[src/rtl/signal_switch_if.sv]
// Sample-stream bundle for signal_switch: channel-swap request, the two
// input streams, the two registered output streams and the effective
// selection. The master side drives switch/a/b; the slave side (the switch
// itself) drives out_a/out_b/switched.
interface signal_switch_if #(
   parameter int DATA_WIDTH = 16
);
   logic                  switch;
   logic [DATA_WIDTH-1:0] a;
   logic [DATA_WIDTH-1:0] b;
   logic [DATA_WIDTH-1:0] out_a;
   logic [DATA_WIDTH-1:0] out_b;
   logic                  switched;

   modport master (
      output switch,
      output a,
      output b,
      input  out_a,
      input  out_b,
      input  switched
   );

   modport slave (
      input  switch,
      input  a,
      input  b,
      output out_a,
      output out_b,
      output switched
   );
endinterface

[src/rtl/signal_switch.sv]
// signal_switch: registered 2x2 crossbar for two signed sample streams.
// sel=0 passes a->out_a, b->out_b; sel=1 swaps them. The swap request is
// asynchronous to SYS_aclk, so it goes through a two-flop synchronizer
// before it reaches sel. Words are copied bit-exact, never partially.
//
// Optional feature: define SIGNAL_SWITCH_BLANK_EN to zero both outputs for
// BLANK_CYCLES cycles starting at the edge where sel changes, so downstream
// logic never sees the transient around a channel swap. Without the macro
// BLANK_CYCLES has no effect.
module signal_switch #(
   parameter int DATA_WIDTH   = 16,
   parameter int BLANK_CYCLES = 4
) (
   input  logic            SYS_aclk,
   input  logic            SYS_aresetn,
   signal_switch_if.slave  bus
);

   // Reject an out-of-range blank length when the design is elaborated
   if (BLANK_CYCLES < 1 || BLANK_CYCLES > 255) begin : g_bad_blank_cycles
      $error("signal_switch: BLANK_CYCLES must be in 1..255");
   end

   logic                  sync1;
   logic                  sync2;
   logic                  sel;
   logic [DATA_WIDTH-1:0] next_a;
   logic [DATA_WIDTH-1:0] next_b;

   // Two-flop synchronizer bringing the swap request into the SYS_aclk domain
   always_ff @(posedge SYS_aclk or negedge SYS_aresetn) begin
      if (!SYS_aresetn) begin
         sync1 <= 1'b0;
         sync2 <= 1'b0;
      end else begin
         sync1 <= bus.switch;
         sync2 <= sync1;
      end
   end

   // Effective selection; the data mux only ever sees this registered copy
   always_ff @(posedge SYS_aclk or negedge SYS_aresetn) begin
      if (!SYS_aresetn) begin
         sel <= 1'b0;
      end else begin
         sel <= sync2;
      end
   end

   assign bus.switched = sel;

`ifdef SIGNAL_SWITCH_BLANK_EN
   localparam logic [7:0] BLANK_LOAD = 8'(BLANK_CYCLES);

   logic [7:0] blank_cnt;
   logic       sel_change;
   logic       blank;

   // sel is about to take a new value on this edge; the count of 1 means
   // the final blanked cycle has passed and the new mapping may show
   assign sel_change = (sync2 != sel);
   assign blank      = sel_change || (blank_cnt > 8'd1);

   // Blank counter: reloads on every selection change, otherwise runs down
   always_ff @(posedge SYS_aclk or negedge SYS_aresetn) begin
      if (!SYS_aresetn) begin
         blank_cnt <= 8'd0;
      end else if (sel_change) begin
         blank_cnt <= BLANK_LOAD;
      end else if (blank_cnt != 8'd0) begin
         blank_cnt <= blank_cnt - 8'd1;
      end
   end

   // Crossbar mux, forced to zero while blanking
   always_comb begin
      next_a = sel ? bus.b : bus.a;
      next_b = sel ? bus.a : bus.b;
      if (blank) begin
         next_a = '0;
         next_b = '0;
      end
   end
`else
   // Crossbar mux: whole words are steered by the registered selection
   always_comb begin
      next_a = sel ? bus.b : bus.a;
      next_b = sel ? bus.a : bus.b;
   end
`endif

   // Output registers: one cycle of data latency
   always_ff @(posedge SYS_aclk or negedge SYS_aresetn) begin
      if (!SYS_aresetn) begin
         bus.out_a <= '0;
         bus.out_b <= '0;
      end else begin
         bus.out_a <= next_a;
         bus.out_b <= next_b;
      end
   end

endmodule

[src/flat_wrapper.sv]
// flat-port wrapper written by rule: the top's interface ports become plain ports
module signal_switch_flat 
#(
   parameter int DATA_WIDTH   = 16,
   parameter int BLANK_CYCLES = 4
)
  (SYS_aclk, SYS_aresetn, bus_switch, bus_a, bus_b, bus_out_a, bus_out_b, bus_switched);
  signal_switch_if #(.DATA_WIDTH(DATA_WIDTH)) bus_i ();
  input  logic SYS_aclk;
  input  logic SYS_aresetn;
  input wire logic [$bits(bus_i.switch)-1:0] bus_switch;
  input wire logic [$bits(bus_i.a)-1:0] bus_a;
  input wire logic [$bits(bus_i.b)-1:0] bus_b;
  output wire logic [$bits(bus_i.out_a)-1:0] bus_out_a;
  output wire logic [$bits(bus_i.out_b)-1:0] bus_out_b;
  output wire logic [$bits(bus_i.switched)-1:0] bus_switched;
  assign bus_i.switch = bus_switch;
  assign bus_i.a = bus_a;
  assign bus_i.b = bus_b;
  assign bus_out_a = bus_i.out_a;
  assign bus_out_b = bus_i.out_b;
  assign bus_switched = bus_i.switched;
  signal_switch #(.DATA_WIDTH(DATA_WIDTH), .BLANK_CYCLES(BLANK_CYCLES)) u_core (.SYS_aclk(SYS_aclk), .SYS_aresetn(SYS_aresetn), .bus(bus_i));
endmodule
[config.mk]
export PLATFORM = sky130hd
export DESIGN_NAME = signal_switch_flat
export DESIGN_NICKNAME = d
export VERILOG_FILES = /design/src/rtl/signal_switch_if.sv /design/src/rtl/signal_switch.sv /design/src/flat_wrapper.sv
export SDC_FILE = /design/constraint.sdc
export NUM_CORES = 1
export LEC_CHECK = 0
export CORE_ASPECT_RATIO = 1.1
export CORE_MARGIN = 3
export CORE_UTILIZATION = 30
export DETAILED_ROUTE_END_ITERATION = 12
export HOLD_SLACK_MARGIN = 0.15
export PLACE_DENSITY_LB_ADDON = 0.08
export SYNTH_ARGS = -nofsm -noshare
export SYNTH_HDL_FRONTEND = slang
export SYNTH_SLANG_ARGS = --single-unit
[constraint.sdc]
create_clock -name SYS_aclk -period 1 [get_ports SYS_aclk]
set_input_delay 0.3 -clock SYS_aclk [delete_from_list [all_inputs] [get_ports SYS_aclk]]
set_output_delay 0.3 -clock SYS_aclk [all_outputs]
set_load 0.005 [all_outputs]
### Yosys cells after proc, flatten, opt, wreduce, memory -nomap -nowiden

Cells that the tools add are included.

| cells by class | value |
|---|---|
| muxes and demuxes | 2 |

Operators by type and width:

| operator | number |
|---|---|
| 2-to-1 mux 16 bit | 2 |

| word-level totals | value |
|---|---|
| register bits | 35 |
| input bits | 35 |
| output and inout port bits | 33 |
| word-level logic and storage cells | 7 |

### Depth between registers and ports, before layout

Gate-level depths: netlist (run 1).

| logic depth | value |
|---|---|
| depth in word-level cells | 1 |
| gate-level depth with buffers | 3 |
| depth with buffers taken out | 1 |

### Worst setup path before layout (run 1)

No wires, ideal clock.

| path | value |
|---|---|
| kind | register -> register |
| start point | register u_core.sel, in the netlist u_core.bus.switched |
| end point | register u_core.bus.out_a[0] |
| library setup time | 125 ps |
| arrival | 946 ps |
| data required time | 875 ps |
| path slack | -71 ps |
| cell stages (with the launch flop) | 4 |
| buffers on the path | 2 |
| clock period less this slack | 1071 ps |
| cell sequence | dfrtp_1 > buf_6 > buf_12 > mux2_4 |

| on the way | value |
|---|---|
| word-level cells in the longest chain between the ends | 1 |

Ends and longest elaborated chain:

| element | RTL line | RTL |
|---|---|---|
| start: declaration | signal_switch.sv:26 | `logic sel;` |
| start signal: assignment | signal_switch.sv:46 | `sel <= sync2;` |
| 2-to-1 mux 16 bit | signal_switch.sv:87 | `next_a = sel ? bus.b : bus.a;` |
| named net u_core.next_a[0] | signal_switch.sv:27 | `logic [DATA_WIDTH-1:0] next_a;` |
| end signal: assignment | signal_switch.sv:98 | `bus.out_a <= next_a;` |
| end: declaration | signal_switch_if.sv:28 | `output out_a,` |

The timed path passes the listed nets, and every way through them passes these cells.

### Worst setup path in the final report (run 1)

| path | value |
|---|---|
| start point | register u_core.sel, in the netlist u_core.bus.switched |
| end point | register u_core.bus.out_a[5] |

The elaborated chain is that of the path after synthesis.

==> flow_summary.yaml, run 1 <==
status:
  status: "finished, violations left"
  violations: "negative setup slack"
yosys:
  yosysTopAreaCellShare_pct: 61.7
  synth_top_area_cell: "dfrtp_1"
  synthCells: 71
  ys_seq_elements: 35
  syn_area_per_cell_sq_um: 20.0
  ys_seq_area_share_pct: 61.7
  synth_area_sq_um: 1420
  yosysWarnings: 0
  yosys.cell_types.count: 5
  synth_nets: 106
  ys_top_cells_by_area: "dfrtp_1, mux2_4, buf_12"
critical_path:
  crit_fanout: 14
  crit_path_end_kind: "register"
  worstPathArrival_ps: 1290
  path_class: "reg -> reg"
  required_ps: 1160
  start_kind: "register"
detailed_routing:
  vias_per_cell: 4.24
  drtIter0Drc: 51
  wl_microns: 2690
  drc_errors: 0
  dr_total_vias: 848
  first_pass_iters: 2
  ant_nets: 0
  routedWlPerCell_microns: 13.5
place:
  hpwl_microns: 2070
  gp_congestion: 0.617
  io_buffers: 67
grt:
  grt_max_degree: 19
  gr-total-overflow: 0
  antenna_found_initial: 0
  track_usage_pct: 10.5
  grt_pass1_vias: 905
  grt_first_pass_wirelength_microns: 4330
sta:
  maxSlewHeadroom_pct: 81.7
  finalSetupViolations: 65
  fmax_mhz: 881
  post-route-period-util_pct: 114
  period_needed_ps: 1140
  fin_skew_ps: 6.15
  tightest_slew_ps: 274
  maxSlewViolCount: 0
  fin_ws_ps: -135
  whs_ps: 349
  grt_setup_unrepaired: "true"
  hold_violations: 0
cts:
  post_cts_buffers: 0
  cts_tree: "yes"
  cts-root-buf: "clkbuf_8"
  cts.sinks: 35
  cts_buffer_depth: 2
  htree_levels: 2
  clk_latency_ps: 280
  clk_pin_slew_ps: 60
  numCtsBuffers: 5
floorplanning:
  core_sq_um: 4440
  num_rows: 25
  io_pins: 68
  die_x_microns: 71.6
  fp.dieH_microns: 78.2
  start_util_pct: 32.0
  fp.dieArea_sq_um: 5600
pwr:
  power.leakage_uw: 0.000989
  ir_drop_mv: 0.794
  total_power_uw: 2970
  p_per_area_nw_per_um2: 1450
flow_run:
  maxCapViolations: 0
final_layout:
  antenna-diode-count: 0
  fin_nets: 181
  area_growth_pct: 44.0
  drive_gt1_share_pct: 52.1
hold_path:
  hold_class: "reg -> reg"
## cell usage in the layout (no fill, tap or decap)
cell type	n
mux2_2	2
dfrtp_1	34
mux2_4	30
clkdlybuf4s50_1	33
dfrtp_2	1
buf_4	3
clkbuf_8	5
buf_6	2
dlygate4sd3_1	1
buf_2	33
clkbuf_1	2
## timing repair
action                     CTS  global route
gates resized for setup    134             0
hold buffers                 1             0
setup endpoints to repair   65            65
hold endpoints to repair    35             0
## through the flow
stage | setup WS, ps | TNS, ps | instances | instance area (sq um) | utilization, %
after CTS | -147 | -5900 | 200 | 2040 | 46.0
after global placement | -145 | -6880 | 192 | 2110 | 47.6
after floorplan | -70.7 | -2120 | 71 | 1420 | -
after detailed placement | -175 | -7470 | 192 | 2110 | 47.6
final | -135 | -4910 | 200 | 2040 | 46.0
after global routing | -169 | -7340 | 200 | 2040 | 46.0
## report_power, final
group	switching [uW]	total [uW]	internal, uW
Clock	431	909	478
Sequential	24.5	1540	1520
Combinational	173	516	343
## layout make-up
cell class / count / area [sq um]
Fill cell: 427 / 2400
Sequential cell: 35 / 877
Timing Repair Buffer: 72 / 551
Multi-Input combinational cell: 32 / 473
Clock buffer: 7 / 76.3
Tap cell: 54 / 67.6
## cell families (layout without fill, tap and decap cells)
| logic type | Yosys count | in the layout | share of synthesized area [%] |
|---|---|---|---|
| flip-flops | 35 | 35 | 61.7 |
| multiplexers | 32 | 32 | 33.3 |
| buffers and inverters | 4 | 79 | 5.02 |
## critical path, stage by stage (launching register included)
cell and delay [ps]:
dfrtp_2 390, buf_4 290, mux2_4 330
## layer usage
layer / up-vias / track usage (%) / routed length [microns]
met4: 0 / 5.08 / 14
met2: 40 / 18.2 / 1480
met3: 2 / 4.99 / 235
met1: 417 / 10.5 / 961
met5: - / 0 / 0
li1: 389 / - / -
## worst paths after layout
path / start / endpoint / slack [ps] / cells past startpoint
max in group asynchronous: SYS_aresetn / u_core.bus.out_a[5]$_DFF_PN0_ / 270 / 3
max reg2reg: u_core.bus.switched$_DFF_PN0_ / u_core.bus.out_a[5]$_DFF_PN0_ / -140 / 2
min: u_core.sync2$_DFF_PN0_ / u_core.bus.switched$_DFF_PN0_ / 350 / 0
min reg2reg: u_core.sync2$_DFF_PN0_ / u_core.bus.switched$_DFF_PN0_ / 350 / 0
min in group asynchronous: SYS_aresetn / u_core.bus.out_a[10]$_DFF_PN0_ / 520 / 3
max: u_core.bus.switched$_DFF_PN0_ / u_core.bus.out_a[5]$_DFF_PN0_ / -140 / 2
## cells in the mapped netlist, drive strengths merged
cell,n
dfrtp,35
mux2,32
buf,4
## flip-flops by register name (all words and copies together) (netlist names)
name                 cells
u_core.sync1             1
u_core.bus.out_a        16
u_core.bus.switched      1
u_core.bus.out_b        16
u_core.sync2             1
Note: power is estimated with default switching activity, not from simulation.
==> run 2, diff against run 1 <==
Clock period 1 ns to 0.9 ns, I/O delays scaled along.
==> run 2 against run 1 <==
Against the previous run: the run still ends with negative setup slack left; wire length grew 2.5%; first-iteration DRC count shrank 22%; clock power grew 32%; sequential power grew 12%; count of clock-buffer cells in the layout grew 1; global-route usage grew 0.086 points; fmax grew 2.0%; cell count grew 2.0%; sequential share of layout area shrank 1.8 points; largest cell class unchanged.
==> flow_summary.yaml, run 2 (same netlist as run 1, synthesis figures left out) <==
pwr:
  sw_frac_of_total_pct: 20.7
  internal_power_uw: 2800
  power_switching_uw: 731
  clkPwrFrac_pct: 34.1
  p_seq_share_pct: 48.7
  power.leakage_uw: 0.00104
  total_power_uw: 3530
  combPwrFrac_pct: 17.2
  ir_drop_mv: 0.706
  p_per_area_nw_per_um2: 1650
critical_path:
  required_ps: 1060
  slowest_delay_ps: 430
  critPathTopFamily: "flip-flops"
  worstPathArrival_ps: 1270
  path_class: "reg -> reg"
  path_cells: "buf_6 > buf_8 > mux2_4"
  crit_path_end_kind: "register"
  crit_fanout: 6
  cp_slowest_cell: "dfrtp_2"
  start_kind: "register"
  crit_buf_inv: 2
place:
  io_buffers: 67
  gp_congestion: 0.625
  pre_cts_slack_ps: -263
  hpwl_microns: 2110
flow_run:
  maxCapViolations: 0
cts:
  htree_levels: 2
  numCtsBuffers: 5
  cts.sinks: 35
  clk_latency_ps: 280
  cts_buffer_depth: 2
  clk_pin_slew_ps: 60
  cts_tree: "yes"
  cts-root-buf: "clkbuf_8"
detailed_routing:
  first_pass_iters: 2
  wl_microns: 2760
  vias_per_cell: 4.19
  dr_total_vias: 855
  drtIter0Drc: 40
  ant_nets: 0
  routedWlPerCell_microns: 13.5
  drc_errors: 0
sta:
  tns_ps: -9440
  grt_setup_unrepaired: "true"
  post-route-period-util_pct: 124
  fin_ws_ps: -213
  maxSlewViolCount: 0
  fin_skew_ps: 3.78
  tightest_slew_ps: 227
  fmax_mhz: 898
  finalSetupViolations: 65
  period_needed_ps: 1110
  whs_ps: 349
  hold_violations: 0
  maxSlewHeadroom_pct: 84.9
grt:
  grt_max_degree: 19
  antenna_found_initial: 0
  grt_first_pass_wirelength_microns: 4440
  gr-total-overflow: 0
  grt.busiest_layer: "met2"
  grt_use_met1_pct: 10.9
  track_usage_pct: 10.6
  grt_pass1_vias: 932
  met2_usage_pct: 18.6
  use_met3_pct: 4.61
hold_path:
  hold_class: "reg -> reg"
floorplanning:
  die_x_microns: 71.6
  io_pins: 68
  start_util_pct: 32.0
  core_sq_um: 4440
  fp.dieH_microns: 78.2
  fp.dieArea_sq_um: 5600
  num_rows: 25
final_layout:
  antenna-diode-count: 0
  layout_common_cells: "dfrtp_1, buf_2, clkdlybuf4s50_1"
  fillers: 426
  ff_latch_area_sq_um: 877
  drive_gt1_share_pct: 54.0
  largest_registers: "u_core.bus.out_a: 16 flops, u_core.bus.out_b: 16 flops"
  multi_input_area_sq_um: 480
  final_common_cell: "dfrtp_1"
  fin_nets: 184
  area_growth_pct: 50.3
status:
  status: "finished, violations left"
  violations: "negative setup slack"
## run 2: area by class of cell
class,count,area share [%]
Tap cell,54,3.17
Clock buffer,8,4.69
Sequential cell,35,41.1
Timing Repair Buffer,75,28.5
Multi-Input combinational cell,32,22.5
## run 2: power by group through the flow
stage                     logic (uW)  clock network, uW  registers, uW
after floorplan                  246                  0           1770
after global placement           679                  0           1750
after detailed placement         697                  0           1750
after CTS                        632               1260           1720
after global routing             658               1320           1730
final                            607               1200           1720
## run 2: worst paths after layout
path,slack [ps],endpoint,from,depth (start not counted)
max,-210,u_core.bus.out_a[5]$_DFF_PN0_,u_core.bus.switched$_DFF_PN0_,3
min,350,u_core.bus.switched$_DFF_PN0_,u_core.sync2$_DFF_PN0_,0
max reg2reg,-210,u_core.bus.out_a[5]$_DFF_PN0_,u_core.bus.switched$_DFF_PN0_,3
min reg2reg,350,u_core.bus.switched$_DFF_PN0_,u_core.sync2$_DFF_PN0_,0
max in group asynchronous,190,u_core.bus.out_a[5]$_DFF_PN0_,SYS_aresetn,3
min in group asynchronous,450,u_core.bus.out_a[10]$_DFF_PN0_,SYS_aresetn,3
## run 2: through the flow
stage	utilization, %	area (sq um)	instances
floorplan	-	1420	71
global placement	48.0	2130	193
detailed placement	48.0	2130	193
CTS	48.5	2150	206
global route	48.1	2130	204
finish	48.1	2130	204
## run 2: what timing repair did
action                                 CTS  global route
setup endpoints to repair               65            65
gates cloned                             1             0
setup buffers                            3             0
hold buffers                             1             0
endpoints found under the hold margin   35             0
gates resized for setup                139             7
## run 2: worst register-to-register path, stage by stage, from the launching register on
cell	delay (ps)
dfrtp_2	430
buf_6	140
buf_8	130
mux2_4	290
## run 2: routing by layer
| metal | share of wire [%] | vias up |
|---|---|---|
| met5 | 0 | - |
| met4 | 0.98 | 0 |
| met3 | 9.6 | 5 |
| met2 | 53 | 40 |
| met1 | 36 | 413 |
| li1 | - | 397 |
==> run 3, diff against run 2 <==
Settings changed: CORE_MARGIN 3 to not set.
==> run 3 against run 2 <==
Against the previous run: the run still ends with negative setup slack left; global-route usage up 1.4 points; critical path type unchanged; largest cell class unchanged; fmax up 0.35%; sequential power about the same.
==> flow_summary.yaml, run 3 (same netlist as run 1, synthesis figures left out) <==
grt:
  grt_use_met1_pct: 11.2
  antenna_found_initial: 0
  track_usage_pct: 12.0
  grt_pass1_vias: 943
  grt.busiest_layer: "met2"
  grt_first_pass_wirelength_microns: 4130
  gr-total-overflow: 0
  grt_max_degree: 20
  met2_usage_pct: 21.2
  use_met3_pct: 6.90
detailed_routing:
  vias_per_cell: 4.22
  drc_errors: 0
  ant_nets: 0
  dr_total_vias: 857
  routedWlPerCell_microns: 12.9
  drtIter0Drc: 42
  wl_microns: 2610
  first_pass_iters: 2
final_layout:
  fillers: 406
  drive_gt1_share_pct: 53.0
  fin_nets: 184
  instances_no_fill: 203
  antenna-diode-count: 0
  area_growth_pct: 48.3
  post-route-util_pct: 47.7
  layout_common_cells: "buf_2, dfrtp_1, clkdlybuf4s50_1"
  ff_latch_area_sq_um: 877
  largest_registers: "u_core.bus.out_a: 16 flops, u_core.bus.out_b: 16 flops"
  multi_input_area_sq_um: 473
cts:
  cts.sinks: 35
  clk_latency_ps: 280
  clk_pin_slew_ps: 70
  cts_tree: "yes"
  cts_buffer_depth: 2
  cts-root-buf: "clkbuf_8"
  numCtsBuffers: 5
  htree_levels: 2
floorplanning:
  start_util_pct: 32.2
  fp.dieH_microns: 74.2
  die_x_microns: 67.6
  io_pins: 68
  num_rows: 25
  fp.dieArea_sq_um: 5010
  core_sq_um: 4410
hold_path:
  hold_class: "reg -> reg"
place:
  io_buffers: 67
  dp.cells: 193
  pre_cts_slack_ps: -229
  hpwl_microns: 1950
  gp_congestion: 0.636
sta:
  grt_setup_unrepaired: "true"
  tightest_slew_ps: 206
  maxSlewHeadroom_pct: 86.3
  finalSetupViolations: 65
  fin_skew_ps: 6.24
  fmax_mhz: 902
  post-route-period-util_pct: 123
  hold_violations: 0
  period_needed_ps: 1110
  whs_ps: 348
  maxSlewViolCount: 0
  fin_ws_ps: -209
flow_run:
  maxCapViolations: 0
critical_path:
  crit_fanout: 10
  required_ps: 1060
  start_kind: "register"
  worstPathArrival_ps: 1270
  path_class: "reg -> reg"
  crit_path_end_kind: "register"
status:
  status: "finished, violations left"
  violations: "negative setup slack"
pwr:
  p_per_area_nw_per_um2: 1590
  power.leakage_uw: 0.00102
  ir_drop_mv: 0.753
## run 3: cell types whose count changed in the layout (fill, tap and decap cells not counted), sizes merged
cell | before | now
clkbuf | 8 | 7
## run 3: path summary, 6_finish.rpt
kind                                               start  slack, ps                       endpoint  cells past startpoint
setup / recovery           u_core.bus.switched$_DFF_PN0_       -210  u_core.bus.out_a[3]$_DFF_PN0_                      3
hold / removal                    u_core.sync1$_DFF_PN0_        350         u_core.sync2$_DFF_PN0_                      0
setup reg to reg           u_core.bus.switched$_DFF_PN0_       -210  u_core.bus.out_a[3]$_DFF_PN0_                      3
hold reg to reg                   u_core.sync1$_DFF_PN0_        350         u_core.sync2$_DFF_PN0_                      0
min in group asynchronous                    SYS_aresetn        460  u_core.bus.out_a[0]$_DFF_PN0_                      3
max in group asynchronous                    SYS_aresetn        210  u_core.bus.out_b[6]$_DFF_PN0_                      3
## run 3: per-layer routing
layer	vias to the layer above	wire length, microns	share of wire, %
met3	4	256	9.8
met1	414	855	33
met2	41	1460	56
met4	0	40	1.5
li1	398	-	-
met5	-	0	0
## run 3: cell type report
type                    count  area share (%)
repair buffers             75            29.1
flip-flops and latches     35            41.7
clock buffers               7            3.62
multi-input cells          32            22.5
well taps                  54            3.21
## run 3: critical path, stage by stage, from the launching register on
cell,delay [ps]
dfrtp_2,410
buf_6,140
buf_12,140
mux2_4,290
## run 3: repair_timing
item                                    in CTS  in global routing
pin swaps                                    0                  0
endpoints found under the hold margin       35                  0
resized for setup                          133                  0
hold buffers                                 1                  0
cloned                                       1                  0
endpoints found under the setup margin      65                 65
setup buffers                                1                  0
## run 3: per-stage QoR
stage / area, sq um / power (uW) / TNS, ps
2_1_floorplan: 1420 / 2010 / -5210
3_3_place_gp: 2150 / 2430 / -11890
3_5_place_dp: 2150 / 2450 / -12430
4_1_cts: 2110 / 3400 / -10970
5_1_grt: 2110 / 3570 / -12750
6_report: 2110 / 3340 / -10050
## run 3: power breakdown
group / internal [uW] / total [uW] / switching [uW]
logic: 408 / 602 / 195
registers: 1690 / 1720 / 28.0
clock network: 532 / 1020 / 487
total: 2630 / 3340 / 710
